### src/rtl/prbs31_pkg.sv
// rtl/prbs31_pkg.sv - shared states, PRBS31 taps and relock constants for the BERT sequencer
package prbs31_pkg;

  typedef enum logic [2:0] {
    IDLE,
    LOAD,
    HUNT,
    RUN,
    DONE
  } state_e;

  localparam int PRBS_LEN   = 31;
  localparam int TAP_A      = 30;
  localparam int TAP_B      = 27;
  localparam int RELOCK_BLK = 32;
  localparam int RELOCK_THR = 8;

  function automatic logic prbs_next(input logic [PRBS_LEN-1:0] sr);
    return sr[TAP_A] ^ sr[TAP_B];
  endfunction

endpackage

### src/rtl/prbs31_checker.sv
// rtl/prbs31_checker.sv - PRBS31 receive checker, self-synchronising or free-running
module prbs31_checker
  import prbs31_pkg::*;
(
  input  logic clk,
  input  logic rst_n,
  input  logic clr,
  input  logic bit_i,
  input  logic valid,
  input  logic self_sync,
  output logic err,
  output logic filled
);

  logic [PRBS_LEN-1:0] sr_q, sr_d;
  logic [4:0]          fill_q, fill_d;
  logic                pred;

  assign pred   = prbs_next(sr_q);
  assign filled = (fill_q == 5'(PRBS_LEN));
  // An all-zero register is the LFSR lock-up state; a stuck-low line must never look locked.
  assign err    = filled & ((bit_i ^ pred) | (sr_q == '0));

  always_comb begin
    sr_d   = sr_q;
    fill_d = fill_q;
    if (clr) begin
      sr_d   = '0;
      fill_d = '0;
    end else if (valid) begin
      sr_d = {sr_q[PRBS_LEN-2:0], (self_sync ? bit_i : pred)};
      if (!filled) fill_d = fill_q + 5'(1);
    end
  end

  always_ff @(posedge clk or negedge rst_n) begin
    if (!rst_n) begin
      sr_q   <= '0;
      fill_q <= '0;
    end else begin
      sr_q   <= sr_d;
      fill_q <= fill_d;
    end
  end

endmodule

### src/rtl/prbs31_bert_ctrl.sv
// rtl/prbs31_bert_ctrl.sv - PRBS31 bit-error-rate test sequencer; PRBS_RELOCK_EN adds block-error relock
module prbs31_bert_ctrl
  import prbs31_pkg::*;
#(
  parameter int                  CNT_W        = 24,
  parameter int                  ERR_W        = 16,
  parameter logic [PRBS_LEN-1:0] SEED         = 31'h7FFF_FFFF,
  parameter int                  LOCK_BITS    = 64,
  parameter int                  SYNC_TIMEOUT = 4096
) (
  input  logic                clk,
  input  logic                rst_n,
  input  logic                start,
  input  logic                abort,
  input  logic [CNT_W-1:0]    run_len,
  output logic                gen_load,
  output logic [PRBS_LEN-1:0] gen_seed,
  output logic                gen_en,
  input  logic                rx_bit,
  input  logic                rx_valid,
  output logic                busy,
  output logic                locked,
  output logic                done,
  output logic                sync_fail,
  output logic [CNT_W-1:0]    bit_cnt,
  output logic [ERR_W-1:0]    err_cnt
`ifdef PRBS_RELOCK_EN
  ,
  output logic [7:0]          relock_cnt
`endif
);

  localparam int HUNT_W  = $clog2(SYNC_TIMEOUT + 1);
  localparam int MATCH_W = $clog2(LOCK_BITS + 1);

  state_e             state_q, state_d;
  logic [CNT_W-1:0]   bit_cnt_q, bit_cnt_d;
  logic [ERR_W-1:0]   err_cnt_q, err_cnt_d;
  logic               sync_fail_q, sync_fail_d;
  logic [HUNT_W-1:0]  hunt_cnt_q, hunt_cnt_d;
  logic [MATCH_W-1:0] match_q, match_d;
  logic               chk_clr, chk_valid, chk_err, chk_filled;

`ifdef PRBS_RELOCK_EN
  localparam int BLK_W = $clog2(RELOCK_BLK);
  logic [BLK_W-1:0] blk_cnt_q, blk_cnt_d;
  logic [3:0]       blk_err_q, blk_err_d;
  logic [7:0]       relock_cnt_q, relock_cnt_d;
  logic             relock_hit;
  assign relock_cnt = relock_cnt_q;
`endif

  assign chk_valid = rx_valid & ~abort & ((state_q == HUNT) | (state_q == RUN));

  prbs31_checker u_checker (
    .clk       (clk),
    .rst_n     (rst_n),
    .clr       (chk_clr),
    .bit_i     (rx_bit),
    .valid     (chk_valid),
    .self_sync (state_q == HUNT),
    .err       (chk_err),
    .filled    (chk_filled)
  );

  always_comb begin
    state_d     = state_q;
    bit_cnt_d   = bit_cnt_q;
    err_cnt_d   = err_cnt_q;
    sync_fail_d = sync_fail_q;
    hunt_cnt_d  = hunt_cnt_q;
    match_d     = match_q;
    chk_clr     = 1'b0;
`ifdef PRBS_RELOCK_EN
    blk_cnt_d    = blk_cnt_q;
    blk_err_d    = blk_err_q;
    relock_cnt_d = relock_cnt_q;
    relock_hit   = 1'b0;
`endif
    unique case (state_q)
      IDLE: if (start) begin
        state_d     = LOAD;
        bit_cnt_d   = '0;
        err_cnt_d   = '0;
        sync_fail_d = 1'b0;
`ifdef PRBS_RELOCK_EN
        relock_cnt_d = '0;
`endif
      end
      LOAD: begin
        state_d    = HUNT;
        hunt_cnt_d = '0;
        match_d    = '0;
        chk_clr    = 1'b1;
      end
      HUNT: if (rx_valid) begin
        hunt_cnt_d = hunt_cnt_q + HUNT_W'(1);
        if (chk_filled) match_d = chk_err ? '0 : match_q + MATCH_W'(1);
        if (match_d == MATCH_W'(LOCK_BITS)) begin
          state_d = RUN;
`ifdef PRBS_RELOCK_EN
          blk_cnt_d = '0;
          blk_err_d = '0;
`endif
        end else if (hunt_cnt_d == HUNT_W'(SYNC_TIMEOUT)) begin
          sync_fail_d = 1'b1;
          state_d     = DONE;
        end
      end
      RUN: if (run_len == '0) begin
        state_d = DONE;
      end else if (rx_valid) begin
        bit_cnt_d = bit_cnt_q + CNT_W'(1);
        if (chk_err && (err_cnt_q != '1)) err_cnt_d = err_cnt_q + ERR_W'(1);
`ifdef PRBS_RELOCK_EN
        blk_cnt_d  = blk_cnt_q + BLK_W'(1);
        blk_err_d  = blk_err_q + 4'(chk_err);
        relock_hit = (blk_err_d >= 4'(RELOCK_THR));
        if (blk_cnt_q == BLK_W'(RELOCK_BLK - 1)) blk_err_d = '0;
`endif
        if (bit_cnt_d == run_len) begin
          state_d = DONE;
        end
`ifdef PRBS_RELOCK_EN
        else if (relock_hit) begin
          state_d    = HUNT;
          hunt_cnt_d = '0;
          match_d    = '0;
          if (relock_cnt_q != '1) relock_cnt_d = relock_cnt_q + 8'(1);
        end
`endif
      end
      DONE:    state_d = IDLE;
      default: state_d = IDLE;
    endcase
    if (abort) begin
      state_d     = IDLE;
      bit_cnt_d   = bit_cnt_q;
      err_cnt_d   = err_cnt_q;
      sync_fail_d = sync_fail_q;
`ifdef PRBS_RELOCK_EN
      relock_cnt_d = relock_cnt_q;
`endif
    end
  end

  always_ff @(posedge clk or negedge rst_n) begin
    if (!rst_n) begin
      state_q     <= IDLE;
      bit_cnt_q   <= '0;
      err_cnt_q   <= '0;
      sync_fail_q <= 1'b0;
      hunt_cnt_q  <= '0;
      match_q     <= '0;
`ifdef PRBS_RELOCK_EN
      blk_cnt_q    <= '0;
      blk_err_q    <= '0;
      relock_cnt_q <= '0;
`endif
    end else begin
      state_q     <= state_d;
      bit_cnt_q   <= bit_cnt_d;
      err_cnt_q   <= err_cnt_d;
      sync_fail_q <= sync_fail_d;
      hunt_cnt_q  <= hunt_cnt_d;
      match_q     <= match_d;
`ifdef PRBS_RELOCK_EN
      blk_cnt_q    <= blk_cnt_d;
      blk_err_q    <= blk_err_d;
      relock_cnt_q <= relock_cnt_d;
`endif
    end
  end

  assign gen_load  = (state_q == LOAD);
  assign gen_seed  = SEED;
  assign gen_en    = (state_q == HUNT) | (state_q == RUN);
  assign busy      = (state_q != IDLE);
  assign locked    = (state_q == RUN);
  assign done      = (state_q == DONE);
  assign sync_fail = sync_fail_q;
  assign bit_cnt   = bit_cnt_q;
  assign err_cnt   = err_cnt_q;

endmodule

### config.mk
export PLATFORM = sky130hd
export DESIGN_NAME = prbs31_bert_ctrl
export DESIGN_NICKNAME = d
export VERILOG_FILES = /design/src/rtl/prbs31_pkg.sv /design/src/rtl/prbs31_checker.sv /design/src/rtl/prbs31_bert_ctrl.sv
export SDC_FILE = /design/constraint.sdc
export NUM_CORES = 1
export LEC_CHECK = 0
export BUFFER_PORTS_ARGS = -buffer_cell sky130_fd_sc_hd__buf_2
export CAP_MARGIN = 20
export CORE_AREA = 2 2 100 121
export DETAILED_ROUTE_END_ITERATION = 12
export DIE_AREA = 0 0 102 123
export PLACE_DENSITY = 0.77
export SYNTH_ARGS = -nofsm -noshare
export SYNTH_HDL_FRONTEND = slang
export SYNTH_SLANG_ARGS = --single-unit
### constraint.sdc
create_clock -name clk -period 7 [get_ports clk]
set_input_delay 0.7 -clock clk [delete_from_list [all_inputs] [get_ports clk]]
set_output_delay 0.7 -clock clk [all_outputs]
set_load 0.01 [all_outputs]
==> metrics.md <==
| Metric | Value |
|---|---|
| Syn Inst Count | 741 |
| Endpoints failing hold | 0 |
| Max Clk Rate | 313 MHz |
| Die X | 102 um |
| Cts bufs inserted | 9 |
| Crit path required time | 6300 ps |
| Tightest Hold Check Type | in2async |
| CTS max path bufs | 2 |
| Setup TNS | 0 ps |
| DP Cell Count | 936 |
| P_leak | 3.09 nW |
| Worst R2R Setup Slack | 3890 ps |
| Post-CTS Repair Setup Buffers | 0 |
| Post-DRT Antenna Nets | 0 |
| GRT overflow | 0 |
| Setup crit start kind | flop |
| Initial antenna violation count | 1 |
| Yosys reg bits | 100 |
| Final worst-path cycle share | 45.6% |
| Post-DP HPWL | 10800 um |
| Syn. warnings | 0 |
| WP data arrival | 2490 ps |
| Synth-to-layout area growth | 11.2% |
| Crit Path Category | reg2out |
| H-Tree Depth | 3 |
| Origin of the critical flop-to-flop path | state_q[2]$_DFFE_PN0P_ |
| DRT met1 WL | 6420 um |
| Initial core utilization | 54.0% |
| Crit path launch | state_q[2]$_DFFE_PN0P_ |
| Drt pass-1 iters | 6 |
| Vias per cell | 5.96 |
| Relative slew slack | 27.5% |
| Resized cells post-CTS | 0 |
| Filler instances | 1015 |
| Syn avg cell area | 8.31 um^2 |
| Minimum clock period | 3190 ps |
| Worst path cell trace | nand2b_1 -> inv_1 -> nand2_1 -> clkinv_1 -> buf_2 |
| Slowest library cell on the worst path | nand2_1 |
| Share of layout cells above drive strength 1 | 13.3% |
| Clk slew on worst S/H paths | 70 ps |
| Post-Synthesis Cell Area | 6150 um^2 |
| Uppermost layer routed | met4 |
| Final Setup Violations | 0 |
| Yosys cell types | 58 |
| Cell Pwr Density | 209 nW/um^2 |
| I/O Pins | 107 |
| First-pass GRT wire length | 25100 um |
| Via count | 5687 |
| Later-pin clock latency in the skew report | 350 ps |
| Largest net degree at the start of global routing | 84 |
| Maxcap violations | 0 |
| Number of global-route vias before repair | 5193 |
| Status | finished clean |
| DRC | 0 |
| Slew Viols, Final | 0 |
| Rows | 43 |
| Slew @ Worst Pin | 1080 ps |
| Hold_ws | 204 ps |
| Die area | 12500 um^2 |
| Maximum VDD drop | 0.135 mV |
| Clk sinks | 100 |
| Final Core Density | 60.0% |
| # hold bufs at CTS | 0 |
| Post-synthesis async set-or-reset flop share | 100% |
| Routed wl met2 | 7610 um |
| Worst slack, placed | 3820 ps |
| Number of synthesized flops with an enable pin | 0 |
| Setup slack after layout | 3810 ps |
| Worst path max stage delay | 580 ps |
| Final RePlAce weighted congestion | 0.997 |
| Gr usage total | 25.1% |
| Root Buffer | clkbuf_16 |
| RSZ-0062 raised after global routing | false |
| CTS tree | yes |
| Worst-path fanout max | 20 |
| Die H | 123 um |
| DR iter-0 viols | 345 |
| Total Wirelength | 15400 um |
| Final net count | 827 |
| I/O Buffers | 75 |
| Core region area | 11400 um^2 |
| WL/cell | 16.2 um |
| Sequential share of the synthesized area | 40.7% |
| Clock Skew | 11.5 ps |
| CP endpoint kind | output pin |
| Met3 wire len | 890 um |
| Ys flop type | dfrtp_1 |
| Non-filler cells, final | 954 |
==> report_power, final <==
part / internal [mW] / switching [mW]
combinational: 0.0718 / 0.180
clock: 0.334 / 0.220
sequential: 0.596 / 0.0267
total: 1.00 / 0.427
==> per-layer routing <==
layer  track usage [%]  vias up
li1                  -     2684
met1              32.1     2740
met2              41.2      222
met3              4.07       41
met4              12.4        0
met5                 0        -
==> per-stage QoR <==
step	power, mW	area (um^2)
after global routing	1.49	6840
after floorplan	0.806	6270
after CTS	1.43	6820
after global placement	0.871	6480
after detailed placement	0.878	6480
final	1.43	6850
==> cell usage in the layout, fill, tap and decap left out, types with 3 or more instances in the layout <==
master and instances:
ha_1 6, nor3_1 9, o31ai_1 13, nand4_1 28
a31oi_1 13, and4_1 6, nor2_1 57, nand3_1 28
o41ai_1 4, inv_1 10, nor2b_1 4, nand2b_1 6
nor4_1 20, conb_1 31, dfrtp_1 100, and3_1 13
xnor2_1 29, a21oi_1 14, buf_4 6, nand2_1 122
a211o_1 3, xor2_1 26, and2_1 4, or3_1 7
buf_2 74, clkbuf_16 9, o21ai_0 102
==> cell type report <==
class                           instances  area [um^2]  area share [%]
Multi-Input combinational cell        588         3330            48.6
Timing Repair Buffer                   81          443            6.47
Clock buffer                           11          253            3.69
Antenna cell                            1         2.50          0.0365
Tap cell                              157          196            2.87
Clock inverter                          5         81.3            1.19
Sequential cell                       100         2500            36.5
Inverter                               11         41.3           0.603
==> final timing paths <==
kind,cells after the start,to
hold / removal,1,bit_cnt[23]$_DFFE_PN0P_
setup reg to reg,8,err_cnt[14]$_DFFE_PN0P_
setup / recovery,5,locked
max in group asynchronous,3,u_checker.sr_q[11]$_DFFE_PN0P_
hold reg to reg,2,u_checker.sr_q[11]$_DFFE_PN0P_
min in group clk,2,u_checker.sr_q[11]$_DFFE_PN0P_
==> critical path: cells and delay by family (launching register included) <==
kind	cells	cell delay [ps]
buffers and inverters	3	960
AND/OR/NAND/NOR	2	750
flip-flops	1	430
==> registers in the layout, summed over array words and instances, names as in the netlist <==
register	flops
hunt_cnt_q	13
u_checker.fill_q	5
state_q	3
err_cnt	16
u_checker.sr_q	31
bit_cnt	24
match_q	7
sync_fail	1
==> synth_stat cells (2+ instances only) <==
master	n	area (um^2)
a211o_1	3	26.3
a211oi_1	2	15.0
a21o_1	2	15.0
a21oi_1	14	70.1
a31oi_1	13	81.3
a32oi_1	2	17.5
a41oi_1	2	17.5
and2_1	4	25.0
and3_1	13	81.3
and4_1	6	52.6
buf_2	6	30.0
buf_4	31	233
clkbuf_1	33	124
clkbuf_2	2	10.0
dfrtp_1	100	2500
ha_1	6	75.1
inv_1	10	37.5
mux2i_1	2	20.0
nand2_1	122	458
nand2b_1	6	37.5
nand3_1	28	140
nand3b_1	2	15.0
nand4_1	28	175
nand4_4	2	42.5
nor2_1	57	214
nor2b_1	4	25.0
nor3_1	9	45.0
nor3b_1	2	15.0
nor4_1	20	125
nor4_2	2	25.0
o2111ai_1	2	17.5
o211ai_1	2	15.0
o21ai_0	102	510
o21ai_1	2	10.0
o21bai_1	2	15.0
o31ai_1	13	97.6
o41ai_1	4	35.0
or3_1	7	43.8
or4_1	2	15.0
xnor2_1	29	254
xor2_1	26	228
==> cell families after synthesis <==
group	count (synthesis)	share of synthesized area, %
buffers and inverters	83	7.12
muxes	2	0.325
other	1	0.0609
xor gates and xnor gates	55	7.83
and+or+nand+nor	321	26.2
adders and majority gates	6	1.22
AOI/OAI and AO/OA	173	16.6
DFF	100	40.7
Power figures use the tool's default switching activity.
